### src/rtl/uart_rx_oversample.sv
// Oversampling UART receiver: mid-bit sampling from a b_tick stream, framing/parity error pulses.
// Define UART_RX_PARITY_EN to add one even-parity bit between the data and stop bits.
module uart_rx_oversample #(
    parameter int DATA_BITS  = 8,
    parameter int OVERSAMPLE = 8
) (
    input  logic                 clk,
    input  logic                 rst,
    input  logic                 b_tick,
    input  logic                 rx,
    output logic [DATA_BITS-1:0] rx_data,
    output logic                 rx_done,
    output logic                 rx_busy,
    output logic                 frame_err,
    output logic                 parity_err,
    output logic [2:0]           dbg_state_o
);

    localparam int TW = $clog2(OVERSAMPLE);
    localparam int BW = (DATA_BITS > 1) ? $clog2(DATA_BITS) : 1;
    localparam logic [TW-1:0] TICK_HALF = TW'(OVERSAMPLE / 2 - 1);
    localparam logic [TW-1:0] TICK_LAST = TW'(OVERSAMPLE - 1);
    localparam logic [BW-1:0] BIT_LAST  = BW'(DATA_BITS - 1);

    typedef enum logic [2:0] {
        ST_IDLE   = 3'd0,
        ST_START  = 3'd1,
        ST_DATA   = 3'd2,
`ifdef UART_RX_PARITY_EN
        ST_PARITY = 3'd4,
`endif
        ST_STOP   = 3'd3
    } state_t;

    // Line synchronizer and falling-edge detector
    logic       rx_meta_q;
    logic       rx_sync_q;
    logic       rx_prev_q;
    logic [1:0] sync_vld_q;
    logic       fall_edge;

    // The previous-level flop only follows the line once the synchronizer holds a real
    // sample, so a line already low when reset releases never looks like a start edge.
    always_ff @(posedge clk or negedge rst) begin
        if (!rst) begin
            rx_meta_q  <= 1'b1;
            rx_sync_q  <= 1'b1;
            sync_vld_q <= 2'b00;
            rx_prev_q  <= 1'b0;
        end else begin
            rx_meta_q  <= rx;
            rx_sync_q  <= rx_meta_q;
            sync_vld_q <= {sync_vld_q[0], 1'b1};
            rx_prev_q  <= sync_vld_q[1] & rx_sync_q;
        end
    end

    assign fall_edge = rx_prev_q & ~rx_sync_q;

    // Frame FSM
    state_t                 state_q;
    logic [TW-1:0]          tick_q;
    logic [BW-1:0]          bit_q;
    logic [DATA_BITS-1:0]   shift_q;
    logic [DATA_BITS-1:0]   shift_d;
    logic                   busy_q;
    logic                   stop_pend_q;
    logic                   stop_bit_q;
    logic                   par_bad;

    assign shift_d = {rx_sync_q, shift_q[DATA_BITS-1:1]};

`ifdef UART_RX_PARITY_EN
    logic par_bad_q;
    assign par_bad = par_bad_q;
`else
    assign par_bad = 1'b0;
`endif

    always_ff @(posedge clk or negedge rst) begin
        if (!rst) begin
            state_q     <= ST_IDLE;
            tick_q      <= '0;
            bit_q       <= '0;
            shift_q     <= '0;
            busy_q      <= 1'b0;
            stop_pend_q <= 1'b0;
            stop_bit_q  <= 1'b1;
`ifdef UART_RX_PARITY_EN
            par_bad_q   <= 1'b0;
`endif
        end else begin
            stop_pend_q <= 1'b0;
            case (state_q)
                ST_IDLE: begin
                    if (fall_edge) begin
                        state_q <= ST_START;
                        tick_q  <= '0;
                        busy_q  <= 1'b1;
                    end
                end
                ST_START: begin
                    if (b_tick) begin
                        if (tick_q == TICK_HALF) begin
                            tick_q <= '0;
                            bit_q  <= '0;
                            if (!rx_sync_q) begin
                                state_q <= ST_DATA;
                            end else begin
                                state_q <= ST_IDLE;
                                busy_q  <= 1'b0;
                            end
                        end else begin
                            tick_q <= tick_q + TW'(1);
                        end
                    end
                end
                ST_DATA: begin
                    if (b_tick) begin
                        if (tick_q == TICK_LAST) begin
                            shift_q <= shift_d;
                            tick_q  <= '0;
                            if (bit_q == BIT_LAST) begin
                                bit_q <= '0;
`ifdef UART_RX_PARITY_EN
                                state_q <= ST_PARITY;
`else
                                state_q <= ST_STOP;
`endif
                            end else begin
                                bit_q <= bit_q + BW'(1);
                            end
                        end else begin
                            tick_q <= tick_q + TW'(1);
                        end
                    end
                end
`ifdef UART_RX_PARITY_EN
                ST_PARITY: begin
                    if (b_tick) begin
                        if (tick_q == TICK_LAST) begin
                            par_bad_q <= (^shift_q) ^ rx_sync_q;
                            tick_q    <= '0;
                            state_q   <= ST_STOP;
                        end else begin
                            tick_q <= tick_q + TW'(1);
                        end
                    end
                end
`endif
                ST_STOP: begin
                    if (b_tick) begin
                        if (tick_q == TICK_LAST) begin
                            stop_bit_q  <= rx_sync_q;
                            stop_pend_q <= 1'b1;
                            tick_q      <= '0;
                            state_q     <= ST_IDLE;
                            busy_q      <= 1'b0;
                        end else begin
                            tick_q <= tick_q + TW'(1);
                        end
                    end
                end
                default: begin
                    state_q <= ST_IDLE;
                    busy_q  <= 1'b0;
                    tick_q  <= '0;
                    bit_q   <= '0;
                end
            endcase
        end
    end

    // Result pipeline: the stop sample is judged one clk after capture and the
    // outputs register one clk later, so the FSM is already free in IDLE meanwhile.
    logic                 fin_pend_q;
    logic                 fin_ok_q;
    logic                 fin_ferr_q;
    logic [DATA_BITS-1:0] rx_data_q;
    logic                 rx_done_q;
    logic                 frame_err_q;

    always_ff @(posedge clk or negedge rst) begin
        if (!rst) begin
            fin_pend_q  <= 1'b0;
            fin_ok_q    <= 1'b0;
            fin_ferr_q  <= 1'b0;
            rx_data_q   <= '0;
            rx_done_q   <= 1'b0;
            frame_err_q <= 1'b0;
        end else begin
            fin_pend_q  <= stop_pend_q;
            fin_ok_q    <= stop_bit_q & ~par_bad;
            fin_ferr_q  <= ~stop_bit_q;
            rx_done_q   <= fin_pend_q & fin_ok_q;
            frame_err_q <= fin_pend_q & fin_ferr_q;
            if (fin_pend_q && fin_ok_q) begin
                rx_data_q <= shift_q;
            end
        end
    end

`ifdef UART_RX_PARITY_EN
    logic fin_perr_q;
    logic parity_err_q;

    always_ff @(posedge clk or negedge rst) begin
        if (!rst) begin
            fin_perr_q   <= 1'b0;
            parity_err_q <= 1'b0;
        end else begin
            fin_perr_q   <= par_bad_q;
            parity_err_q <= fin_pend_q & fin_perr_q;
        end
    end

    assign parity_err = parity_err_q;
`else
    assign parity_err = 1'b0;
`endif

    assign rx_data     = rx_data_q;
    assign rx_done     = rx_done_q;
    assign frame_err   = frame_err_q;
    assign rx_busy     = busy_q;
    assign dbg_state_o = state_q;

endmodule
### config.mk
export PLATFORM = sky130hd
export DESIGN_NAME = uart_rx_oversample
export DESIGN_NICKNAME = d
export VERILOG_FILES = /design/src/rtl/uart_rx_oversample.sv
export SDC_FILE = /design/constraint.sdc
export NUM_CORES = 1
export LEC_CHECK = 0
export CAP_MARGIN = 15
export CORE_ASPECT_RATIO = 0.8
export CORE_MARGIN = 2
export CORE_UTILIZATION = 59
export DETAILED_ROUTE_END_ITERATION = 7
export GPL_TIMING_DRIVEN = 0
export PLACE_DENSITY = 0.83
export SLEW_MARGIN = 40
export SYNTH_ARGS = -nofsm -noshare
export SYNTH_HDL_FRONTEND = slang
export SYNTH_SLANG_ARGS = --single-unit
### constraint.sdc
create_clock -name clk -period 3.3 [get_ports clk]
set_clock_uncertainty 0.2 [all_clocks]
set_input_delay 0.99 -clock clk [delete_from_list [all_inputs] [get_ports clk]]
set_output_delay 0.99 -clock clk [all_outputs]
set_load 0.05 [all_outputs]
Word level (Yosys, flattened, before mapping) --
Index checks and enable logic that the tools add are counted.
Storage, ports and cells: bits in registers 38, output and inout bits 15, bits of input ports 4
Operators by class: eq/ne operators 16, reductions and logical operators 10, bitwise operators 8, muxes and demuxes 32, $add $sub $neg 2
Operators with widths (count):
- $mux 3 | 18
- $ne 2x2->1 const B | 9
- $pmux 3 s3 | 2
- $pmux 3 s4 | 1
- $eq 3x2->1 const B | 3
- $mux 1 | 9
- $reduce_and 3->1 | 3
- $reduce_and 8->1 | 1
- $reduce_and 7->1 | 1
- $add 3x1->3 const B | 2
- $eq 3x3->1 const B | 2
- $reduce_and 5->1 | 1
- $and 1x1->1 | 4
- $not 1->1 | 4
- $pmux 1 s4 | 1
- $reduce_or 2->1 | 2
- $eq 3x1->1 const B | 1
- $logic_not 3->1 | 1
- $mux 2 | 1
- $ne 2x1->1 const B | 1
- $logic_and 1x1->1 | 1

Depth between registers and ports, before layout --
depth in word-level cells 5, mapped depth 7

Least setup slack after synthesis --
OpenSTA, ideal clock, no wires.
kind reg-to-reg, start point register state_q[1], in the netlist dbg_state_o[1], end point register tick_q[0], period minus slack after synthesis 2.400 ns, data required time 3.026 ns, slack 0.900 ns, library setup time 0.074 ns, stages on the path, launching flop included 8, buffers on the path 1, arrival 2.126 ns, cell sequence dfrtp_1 > inv_1 > ha_1 > buf_6 > nor3_4 > o2bb2ai_2 > or4_4 > o21ai_2
On the way: cells in the longest elaborated chain, start to end 4
RTL lines:
- from (decl) | line 61 | state_t state_q;
- from (signal assigned) | line 82 | state_q <= ST_IDLE;
- from (signal assigned) | line 97 | state_q <= ST_START;
- from (signal assigned) | line 108 | state_q <= ST_DATA;
- $eq 3x2->1 | line 94 | case (state_q)
- $reduce_or 2->1 (no line)
- $ne 2x1->1 (no line)
- $reduce_and 3->1 (no line)
- to (signal assigned) | line 114 | tick_q <= tick_q + TW'(1);
- to (signal assigned) | line 134 | tick_q <= tick_q + TW'(1);
- to (signal assigned) | line 160 | tick_q <= tick_q + TW'(1);
- to (decl) | line 62 | logic [TW-1:0] tick_q;
Several ways; a longest one is shown, not always the timed one. A chain may end at the register's enable or synchronous reset.

Final worst setup path --
start point register state_q[1], in the netlist dbg_state_o[1], end point output port dbg_state_o[1]
RTL lines:
- to (decl) | line 16 | output logic [2:0] dbg_state_o
No word-level cell between the ends.

==> run_results.csv <==
group,metric,value,unit
floorplanning,start_util,61.6,%
critical_path,cp.arrival,1.67,ns
route,drt_pre_antenna_iters,4,
sta,report.final.slew_viol_count,0,
clock_tree,cts-root-buf,"clkbuf_4",
sta,rsz0062_at_grt,"false",
critical_path,cp.depth,1,
floorplanning,rows,17,
critical_path,crit_family,"buffers and inverters",
critical_path,worstSetupEndpoint,"dbg_state_o[1]",
status,status,"complete, no violations",
sta,setup_tns,0,ns
synth,yosys_warnings,0,
finish,n_fill_cell,197,
power_and_ir_drop,vdd_drop_max,0.460,mV
sta,max_slew_margin,66.5,%
critical_path,critPathLaunchType,"register",
global_route,grt_pass1_vias,1012,
power_and_ir_drop,powerDensity,649,mW/mm^2
clock_tree,insertion_delay,0.33,ns
synth,async_flop_share,100,%
sta,fin_ws,0.440,ns
route,vias,990,
place,gp_congestion,0.774,
sta,setup_viol,0,
clock_tree,cts_buffers,5,
route,drt_iter0_markers,25,
synth,ys_ff_latch,37,
min_path,hold_path.startpoint,"rx_meta_q$_DFF_PN1_",
global_route,grt_pass1_wl,4.62,mm
place,hpwlAfterDp,1.93,mm
global_route,antenna_found_initial,0,
place,dpl_worst_slack,0.470,ns
sta,holdWs,0.154,ns
critical_path,worstPathCellList,"clkdlybuf4s50_1",
critical_path,critPathKind,"reg -> out",
clock_tree,htree_levels,2,
critical_path,slowest_stage,"clkdlybuf4s50_1",
sta,finalCritPeriodShare,86.7,%
sta,min_period,2.86,ns
clock_tree,clockBufferDepth,2,
min_path,worstHoldPathCells,0,
synth,yosys.cell_types.count,35,
finish,stdcell_count,194,
global_route,grt_overflow,0,
critical_path,r2r-end,"tick_q[1]$_DFFE_PN0P_",
floorplanning,fp.coreArea,0.00272,sq mm
synth,ys_seq_area_share,55.4,%
min_path,hold_path.class,"reg -> reg",
global_route,grt_max_degree,23,
synth,netlist_instances,130,
clock_tree,ctsHoldBuffers,0,
critical_path,crit_buf_inv,1,
critical_path,cp_slowest_stage_delay,0.85,ns
finish,final_cell_mix,"34 x dfrtp_1, 16 x mux2_2, 15 x clkdlybuf4s50_1",
floorplanning,dieHeight,51.7,um
critical_path,end_kind,"output pin",
power_and_ir_drop,p_leak,0.982,nW
finish,diodes,0,
critical_path,ff2ff_path_depth,7,
clock_tree,cts_setup_buffers,0,
finish,syn_to_final_growth,18.1,%
critical_path,required,2.11,ns
finish,final_nets,171,
place,portBuffers,16,
floorplanning,ios,19,
route,drtAntennaViolNets,0,
synth,synth_area_per_cell,12.9,sq um
finish,fin_area,0.00198,sq mm
clock_tree,cts.sinks,37,
finish,final_util,72.8,%
route,wirelength,2.58,mm
floorplanning,dieArea,0.00329,sq mm
sta,hold_viol,0,
route,avgViaCountPerCell,5.10,
place,placedInstanceArea,0.00191,sq mm
clock_tree,clkSlewWorstSetupHoldPaths,0.11,ns
critical_path,r2r_start,"dbg_state_o[1]$_DFFE_PN0P_",
route,post-route-drc-count,0,
floorplanning,die_w,63.6,um
finish,final_common_cell,"dfrtp_1",
clock_tree,post_cts_resized,0,
job,cap_violations,0,
clock_tree,cts_tree,"built",
place,dp.cells,186,
power_and_ir_drop,finalPower,1.29,mW
route,avgRoutedWirePerCell,13.3,um
finish,drive_gt1_share,25.6,%
global_route,grt.total_usage,18.7,%
sta,max_freq,350,MHz
sta,worst_slew_pin_slew,0.501,ns
synth,synth_area,0.00168,sq mm
critical_path,path_max_fanout,7,
critical_path,cp-startpoint,"dbg_state_o[1]$_DFFE_PN0P_",
synth,synth_edf_count,0,
synth,ys_dominant_reg_cell,"dfrtp_1",
critical_path,rrSetupSlack,1.08,ns
## final cells by class
type | count | area [sq um] | share of cell area, %
flip-flops and latches | 37 | 930 | 46.9
multi-input cells | 80 | 684 | 34.5
repair buffers | 17 | 183 | 9.22
clock buffers | 7 | 65.1 | 3.28
well taps | 38 | 47.5 | 2.40
inverters | 11 | 41.3 | 2.08
plain buffers | 3 | 26.3 | 1.33
clock inverters | 1 | 5.00 | 0.253
## synth_stat cells (2+ instances only)
master	count	area share [%]
nand2_1	10	2.2
dfrtp_1	34	51
buf_4	2	0.89
ha_1	12	8.9
nor2_1	2	0.45
nand2b_1	2	0.75
nand3_1	3	0.89
and2_1	2	0.75
inv_1	11	2.5
o21ai_2	2	1.0
mux2i_1	3	1.8
mux2_2	16	11
conb_1	2	0.45
a21boi_0	2	0.89
dfstp_2	3	4.7
a21oi_1	3	0.89
o21ai_0	3	0.89
## sequential cells by signal, indices dropped and copies added (netlist names), 2 cells and up
register / cells
rx_data: 8
shift_q: 8
bit_q: 3
tick_q: 3
dbg_state_o: 2
sync_vld_q: 2
## worst min-delay path by stage
stage                      endpoint  slack, ns
2_1_floorplan  fin_pend_q$_DFF_PN0_       0.13
5_1_grt         rx_sync_q$_DFF_PN1_       0.16
3_5_place_dp   fin_pend_q$_DFF_PN0_       0.14
6_report        rx_sync_q$_DFF_PN1_       0.15
3_3_place_gp   fin_pend_q$_DFF_PN0_       0.13
4_1_cts        fin_pend_q$_DFF_PN0_       0.16
## kinds of logic after synthesis
kind of cell | Yosys count | synth area share, %
AOI/OAI and AO/OA | 19 | 9.10
adders and majority gates | 12 | 8.95
buffers and inverters | 14 | 4.03
DFF | 37 | 55.4
muxes | 20 | 13.2
other | 2 | 0.448
and+or+nand+nor | 26 | 8.87
## report_power, final
group	internal [mW]	switching (mW)
Clock	0.124	0.138
Combinational	0.208	0.285
Sequential	0.492	0.0398
Total	0.823	0.463
## layer usage
metal	up-vias	track usage, %	routed length [um]	share of wire (%)
met1	480	25.1	1300	50
met2	17	29.3	1170	45
met3	4	4.55	85	3.3
li1	489	-	-	-
met4	0	8.70	29	1.1
met5	-	0	0	0
(Power assumes the default switching activity.)
